[config.mk]
export PLATFORM = sky130hd
export DESIGN_NAME = cpu_job_sequencer
export DESIGN_NICKNAME = d
export VERILOG_FILES = /design/src/rtl/cpu_job_pkg.sv /design/src/rtl/job_watchdog.sv /design/src/rtl/cpu_job_sequencer.sv
export SDC_FILE = /design/constraint.sdc
export NUM_CORES = 1
export LEC_CHECK = 0
export ABC_AREA = 1
export BUFFER_PORTS_ARGS = -buffer_cell sky130_fd_sc_hd__buf_4
export CORE_MARGIN = 1.5
export CORE_UTILIZATION = 35
export CTS_BUF_LIST = sky130_fd_sc_hd__clkbuf_4
export CTS_CLUSTER_DIAMETER = 50
export DETAILED_ROUTE_END_ITERATION = 16
export GPL_ROUTABILITY_DRIVEN = 0
export PLACE_DENSITY = 0.75
export SLEW_MARGIN = 5
export SYNTH_ARGS = -nofsm -noshare
export SYNTH_HDL_FRONTEND = slang
export SYNTH_SLANG_ARGS = --single-unit
[constraint.sdc]
create_clock -name clk -period 1.7 [get_ports clk]
set_input_delay 0.17 -clock clk [delete_from_list [all_inputs] [get_ports clk]]
set_output_delay 0.17 -clock clk [all_outputs]
set_load 0.02 [all_outputs]
[src/rtl/cpu_job_pkg.sv]
// Shared types and constants for the CPU job sequencer slice.
package cpu_job_pkg;

  typedef enum logic [1:0] {
    S_IDLE,
    S_LOAD,
    S_RUN,
    S_FIN
  } job_state_e;

  localparam logic [2:0]  FUNCT3_WORD = 3'b010;
  localparam int unsigned LOAD_WORDS  = 3;

  localparam logic [31:0] DEF_SP_ADDR     = 32'h0000_0400;
  localparam logic [31:0] DEF_EP_ADDR     = 32'h0000_0404;
  localparam logic [31:0] DEF_DONE_ADDR   = 32'h0000_0408;
  localparam int unsigned DEF_TIMEOUT_CYC = 200000;
  localparam int unsigned DEF_CNT_W       = 18;

endpackage

[src/rtl/job_watchdog.sv]
// Run-time watchdog: counts enabled cycles from zero, flags the last allowed cycle.
module job_watchdog #(
  parameter int unsigned TIMEOUT_CYC = 200000,
  parameter int unsigned CNT_W       = 18
) (
  input  logic clk_i,
  input  logic rst_i,
  input  logic clear_i,
  input  logic en_i,
  output logic expire_o
);

  localparam logic [CNT_W-1:0] LAST = CNT_W'(TIMEOUT_CYC - 1);

  logic [CNT_W-1:0] cnt_q, cnt_d;

  always_comb begin
    cnt_d = cnt_q;
    if (clear_i) begin
      cnt_d = '0;
    end else if (en_i) begin
      cnt_d = cnt_q + 1'b1;
    end
  end

  always_ff @(posedge clk_i) begin
    if (rst_i) begin
      cnt_q <= '0;
    end else begin
      cnt_q <= cnt_d;
    end
  end

  assign expire_o = en_i && (cnt_q == LAST);

endmodule

[src/rtl/cpu_job_sequencer.sv]
// Runs one path-planning job on the core: preload memory, release the core,
// wait for the mailbox write or the watchdog, then hand the port to readback.
module cpu_job_sequencer
  import cpu_job_pkg::*;
#(
  parameter logic [31:0] SP_ADDR     = DEF_SP_ADDR,
  parameter logic [31:0] EP_ADDR     = DEF_EP_ADDR,
  parameter logic [31:0] DONE_ADDR   = DEF_DONE_ADDR,
  parameter int unsigned TIMEOUT_CYC = DEF_TIMEOUT_CYC,
  parameter int unsigned CNT_W       = DEF_CNT_W
) (
  input  logic        clk,
  input  logic        reset,
  input  logic        start,
  input  logic [4:0]  sp,
  input  logic [4:0]  ep,
  input  logic [31:0] rd_addr,
  input  logic        cpu_we,
  input  logic [31:0] cpu_addr,
  input  logic [31:0] cpu_wdata,
  input  logic [2:0]  cpu_funct3,
  output logic        cpu_rst,
  output logic        mem_we,
  output logic [31:0] mem_addr,
  output logic [31:0] mem_wdata,
  output logic [2:0]  mem_funct3,
  output logic        busy,
  output logic        done,
  output logic        timeout,
  output logic [31:0] status
);

  job_state_e  state_q, state_d;
  logic [1:0]  idx_q, idx_d;
  logic [4:0]  sp_q, sp_d, ep_q, ep_d;
  logic        done_q, done_d, timeout_q, timeout_d;
  logic [31:0] status_q, status_d;
  logic        in_run, wd_expire, mbox_hit;

  assign in_run   = (state_q == S_RUN);
  assign mbox_hit = cpu_we && (cpu_addr == DONE_ADDR) && (cpu_wdata != '0);

  job_watchdog #(
    .TIMEOUT_CYC(TIMEOUT_CYC),
    .CNT_W      (CNT_W)
  ) u_wdog (
    .clk_i   (clk),
    .rst_i   (reset),
    .clear_i (!in_run),
    .en_i    (in_run),
    .expire_o(wd_expire)
  );

  always_comb begin
    state_d   = state_q;
    idx_d     = idx_q;
    sp_d      = sp_q;
    ep_d      = ep_q;
    done_d    = done_q;
    timeout_d = timeout_q;
    status_d  = status_q;
    case (state_q)
      S_IDLE, S_FIN: begin
        if (start) begin
          sp_d      = sp;
          ep_d      = ep;
          done_d    = 1'b0;
          timeout_d = 1'b0;
          status_d  = '0;
          idx_d     = '0;
          state_d   = S_LOAD;
        end
      end
      S_LOAD: begin
        if (idx_q == 2'(LOAD_WORDS - 1)) begin
          idx_d   = '0;
          state_d = S_RUN;
        end else begin
          idx_d = idx_q + 2'd1;
        end
      end
      S_RUN: begin
        // A mailbox store on the watchdog's last cycle still counts as completion.
        if (mbox_hit) begin
          status_d = cpu_wdata;
          done_d   = 1'b1;
          state_d  = S_FIN;
        end else if (wd_expire) begin
          timeout_d = 1'b1;
          state_d   = S_FIN;
        end
      end
      default: state_d = S_IDLE;
    endcase
  end

  always_ff @(posedge clk) begin
    if (reset) begin
      state_q   <= S_IDLE;
      idx_q     <= '0;
      sp_q      <= '0;
      ep_q      <= '0;
      done_q    <= 1'b0;
      timeout_q <= 1'b0;
      status_q  <= '0;
    end else begin
      state_q   <= state_d;
      idx_q     <= idx_d;
      sp_q      <= sp_d;
      ep_q      <= ep_d;
      done_q    <= done_d;
      timeout_q <= timeout_d;
      status_q  <= status_d;
    end
  end

  always_comb begin
    mem_we     = 1'b0;
    mem_addr   = rd_addr;
    mem_wdata  = '0;
    mem_funct3 = FUNCT3_WORD;
    case (state_q)
      S_LOAD: begin
        mem_we = 1'b1;
        case (idx_q)
          2'd0: begin
            mem_addr  = SP_ADDR;
            mem_wdata = {27'b0, sp_q};
          end
          2'd1: begin
            mem_addr  = EP_ADDR;
            mem_wdata = {27'b0, ep_q};
          end
          default: begin
            mem_addr  = DONE_ADDR;
            mem_wdata = '0;
          end
        endcase
      end
      S_RUN: begin
        mem_we     = cpu_we;
        mem_addr   = cpu_addr;
        mem_wdata  = cpu_wdata;
        mem_funct3 = cpu_funct3;
      end
      default: ;
    endcase
  end

  assign cpu_rst = !in_run;
  assign busy    = (state_q == S_LOAD) || in_run;
  assign done    = done_q;
  assign timeout = timeout_q;
  assign status  = status_q;

endmodule

==> tab_implementation.tex <==
\begin{tabular}{lr}
\hline
Metric & Value \\
\hline
\multicolumn{2}{l}{\textbf{Routing}} \\
Total Wirelength & 15600 µm \\
Routed vias & approximately 4900 \\
Antenna-violating nets left & 0 \\
Number of remaining DRC errors & 0 \\
Pre-Repair DR Iteration Count & 5 \\
Vias/cell & $\sim$5 \\
Starting DRC count in detailed routing & $\sim$310 \\
Average routed wire per standard cell & 15.6 µm \\
\multicolumn{2}{l}{\textbf{Setup path}} \\
Reg2Reg Depth & 10 \\
Endpoint class of the critical path & output port \\
Startpoint of the worst register-to-register path & state\_q[0] \\
Worst EP arrival & around 1.7 ns \\
FF-to-FF setup slack & roughly 0.090 ns \\
Worst path required time & 1.53 ns \\
Endpoint of the worst register-to-register path & status[15] \\
Critical setup path kind & flip-flop to output port \\
Crit. Startpoint & state\_q[0] \\
Worst Setup Start Kind & flip-flop \\
Worst setup path end & mem\_addr[19] \\
Largest fanout on the critical path & 10 \\
\multicolumn{2}{l}{\textbf{Cells and area}} \\
Fraction of layout cells with a size suffix above 1 & between 40\% and 50\% \\
Final layout net count & 978 \\
Number of cells in the finished layout apart from fillers & slightly above 1000 \\
Final core occ & 62.5\% \\
Growth of design area from synthesis to finish & 72.2\% \\
\multicolumn{2}{l}{\textbf{GRT}} \\
Gr ovfl total & 0 \\
Overall Global Routing Usage & between 20\% and 30\% \\
Largest net degree at the start of global routing & 32 \\
Number of antenna violations at the first check in global routing & 1 \\
Vias in the first global route & between 4000 and 5000 \\
Global-route wire length before repair & around 21000 µm \\
\multicolumn{2}{l}{\textbf{Pwr}} \\
Sw frac & 44.7\% \\
Power per unit of standard cell area & roughly 1500 nW/µm² \\
Clock network fraction of design power & roughly a tenth \\
Overall power of the completed layout & about 10000 µW \\
Combinational share of power & 72.2\% \\
Total internal power & 5740 µW \\
Static Leak & about 0.0033 µW \\
Part of the power in registers & a little under a fifth \\
Worst vdd rail ir drop & 1.10 mV \\
Net Sw Power & around 4600 µW \\
\multicolumn{2}{l}{\textbf{Logic synthesis}} \\
Library cells used by synthesis & 31 \\
Synthesized cell area & between 3000 and 4000 µm² \\
Sequential share of the synthesized area & about a third \\
Number of register bits inferred by synthesis & 66 \\
Most frequent cell after synthesis & sky130\_fd\_sc\_hd\_\_nand2\_1 \\
Cell accounting for the most synthesized area & sky130\_fd\_sc\_hd\_\_dfxtp\_1 \\
Leading cell types by count after synthesis & 160 x sky130\_fd\_sc\_hd\_\_nand2\_1, 78 x sky130\_fd\_sc\_hd\_\_nor2\_1, 76 x sky130\_fd\_sc\_hd\_\_inv\_1 \\
Area share of the largest cell type after synthesis & around a third \\
Proportion of synthesized flip-flops having asynchronous set or reset & 0\% \\
Synthesized area per cell & 6.26 µm² \\
Mapped Nets & between 700 and 800 \\
Most common flop cell mapped by yosys & sky130\_fd\_sc\_hd\_\_dfxtp\_1 \\
Total number of yosys warnings & 0 \\
Cell count after synthesis & approximately 630 \\
Area contributors post-synth & sky130\_fd\_sc\_hd\_\_dfxtp\_1 33\%, sky130\_fd\_sc\_hd\_\_nand2\_1 15\%, sky130\_fd\_sc\_hd\_\_nand3\_1 8.1\% \\
Count of flip-flops with a built-in enable after synthesis & 0 \\
\multicolumn{2}{l}{\textbf{Clock tree}} \\
Total clock sinks & 66 \\
H-tree level count & 3 \\
Clock latency at the later pin of the worst-skew pair & 0.39 ns \\
Cell at the root of the clock tree & sky130\_fd\_sc\_hd\_\_clkbuf\_4 \\
Clock-pin slew reported for the worst setup and hold paths after clock tree synthesis & roughly 0.11 ns \\
CTS Buffer Depth & 2 \\
Total CTS buffers & 9 \\
Clock tree from TritonCTS & done \\
\multicolumn{2}{l}{\textbf{Hold path}} \\
Beginning of the worst hold path & sp[1] \\
Worst Hold Class & input port to flip-flop \\
\multicolumn{2}{l}{\textbf{Floorplanning}} \\
Starting density of the core & 36.3\% \\
Count of boundary I/O pins & 217 \\
Die boundary height & approximately 110 µm \\
Row Count & 38 \\
Placeable Area & 10900 µm² \\
Die Area & roughly 12000 µm² \\
Floorplan die width & approximately 110 µm \\
\multicolumn{2}{l}{\textbf{STA}} \\
Post-route fraction of the period consumed by the critical path & 110\% \\
Worst Max-Slew Pin Slew & 0.408 ns \\
Highest achievable clock rate & roughly 530 MHz \\
Post-layout worst setup margin & -0.171 ns \\
Final-report max-slew violation count & 0 \\
Final setup viols & 38 \\
Worst slew margin relative to its limit & $\sim$73\% \\
Fin Clk Skew & 0.0131 ns \\
Hold violation total from the final report & 0 \\
Aggregate negative setup slack & -4.27 ns \\
RSZ-0062 raised after global routing & yes \\
Worst hold slack across all endpoints & $\sim$0.03 ns \\
Final min period & 1.87 ns \\
\multicolumn{2}{l}{\textbf{Status}} \\
Violated checks & negative setup slack \\
Run status & finished with violations \\
\multicolumn{2}{l}{\textbf{Placed design}} \\
DP HPWL & roughly 11000 µm \\
Port Buf Inserts & between 200 and 250 \\
Count of placed standard cells including taps & between 900 and 1000 \\
\multicolumn{2}{l}{\textbf{Run}} \\
Maxcap violations & 0 \\
\hline
\end{tabular}
==> final cells by class <==
class                      count  area, µm²
antenna                        1       2.50
clock buffer                  10       75.1
clock inverter                 5       46.3
fill                         968       4100
inverter                      78        313
multi-input combinational    432       2320
sequential                    66       1330
tap                          140        175
timing repair buffer         274       2570
==> worst max-delay path, stage by stage, from the launching register on <==
cell                      delay, ns
sky130_fd_sc_hd__dfxtp_2       0.35
sky130_fd_sc_hd__inv_2         0.05
sky130_fd_sc_hd__ha_4          0.33
sky130_fd_sc_hd__buf_6         0.16
sky130_fd_sc_hd__buf_16        0.13
sky130_fd_sc_hd__nand2_1       0.07
sky130_fd_sc_hd__nand2_1       0.10
sky130_fd_sc_hd__buf_6         0.12
==> cell families (layout without fill, tap and decap cells) <==
kind of cell | Yosys count | count (layout) | synth area share [%]
and+or+nand+nor | 337 | 337 | 37.0
AOI/OAI and AO/OA | 91 | 91 | 12.0
DFF | 66 | 66 | 33.3
adders and majority gates | 4 | 4 | 1.26
buffers and inverters | 136 | 367 | 16.5
other | 0 | 1 | 0
==> per-stage QoR <==
stage                     area [µm²]  setup WS, ns
after floorplan                 3980      -0.00322
after global placement          5640       -0.0221
after detailed placement        5640       -0.0766
after CTS                       6220        -0.172
after global routing            6840        -0.251
final                           6840        -0.171
==> state kept, by name, summed over array words and instances (netlist names) <==
| signal | flops |
|---|---|
| done | 1 |
| sp_q | 5 |
| status | 32 |
| timeout | 1 |
| u_wdog.cnt_q | 18 |
| state_q | 2 |
| ep_q | 5 |
| idx_q | 2 |
==> metal layers <==
layer	share of wire, %	track usage, %
met4	2.1	7.14
met1	39	25.5
met3	7.0	5.16
met2	52	42.8
met5	0	0
==> placed cells by master (no fill, tap or decap), types with 3 or more instances in the layout <==
cell type                   count
sky130_fd_sc_hd__buf_4        190
sky130_fd_sc_hd__nand2_1      110
sky130_fd_sc_hd__nor2_1        76
sky130_fd_sc_hd__nand3_1       62
sky130_fd_sc_hd__buf_6         62
sky130_fd_sc_hd__dfxtp_1       62
sky130_fd_sc_hd__a21oi_1       50
sky130_fd_sc_hd__nand2_2       42
sky130_fd_sc_hd__inv_1         41
sky130_fd_sc_hd__inv_2         33
sky130_fd_sc_hd__nand2_4       17
sky130_fd_sc_hd__o21ai_0       17
sky130_fd_sc_hd__buf_12        11
sky130_fd_sc_hd__clkbuf_4      10
sky130_fd_sc_hd__nand4_1        9
sky130_fd_sc_hd__o21ai_1        9
sky130_fd_sc_hd__nor3_1         6
sky130_fd_sc_hd__nor2_4         5
sky130_fd_sc_hd__clkbuf_16      5
sky130_fd_sc_hd__o21ai_2        4
sky130_fd_sc_hd__nand3_2        3
sky130_fd_sc_hd__ha_4           3
sky130_fd_sc_hd__clkinv_1       3
==> worst min-delay path by stage <==
stage                      to  slack [ns]  depth (start not counted)
finish                sp_q[1]        0.03                          3
global route        status[1]        0.03                          3
CTS                   sp_q[3]       0.009                          3
detailed placement   idx_q[1]        0.39                          2
global placement     idx_q[1]        0.39                          2
floorplan           status[1]        0.31                          2
==> power groups by stage <==
stage          registers, µW  logic (µW)  clock network [µW]
6_report                1900        7490                 992
5_1_grt                 1920        7900                1100
4_1_cts                 1880        6350                1020
3_5_place_dp            1910        5020                   0
3_3_place_gp            1910        5000                   0
2_1_floorplan           1980        2960                   0
==> what timing repair did <==
action,CTS,global route
gates cloned,3,6
pin swaps,9,14
resized for setup,83,153
hold buffers,2,0
setup buffers,17,8
endpoints found under the hold margin,2,0
endpoints found under the setup margin,96,104
Note: power is estimated with default switching activity, not from simulation.
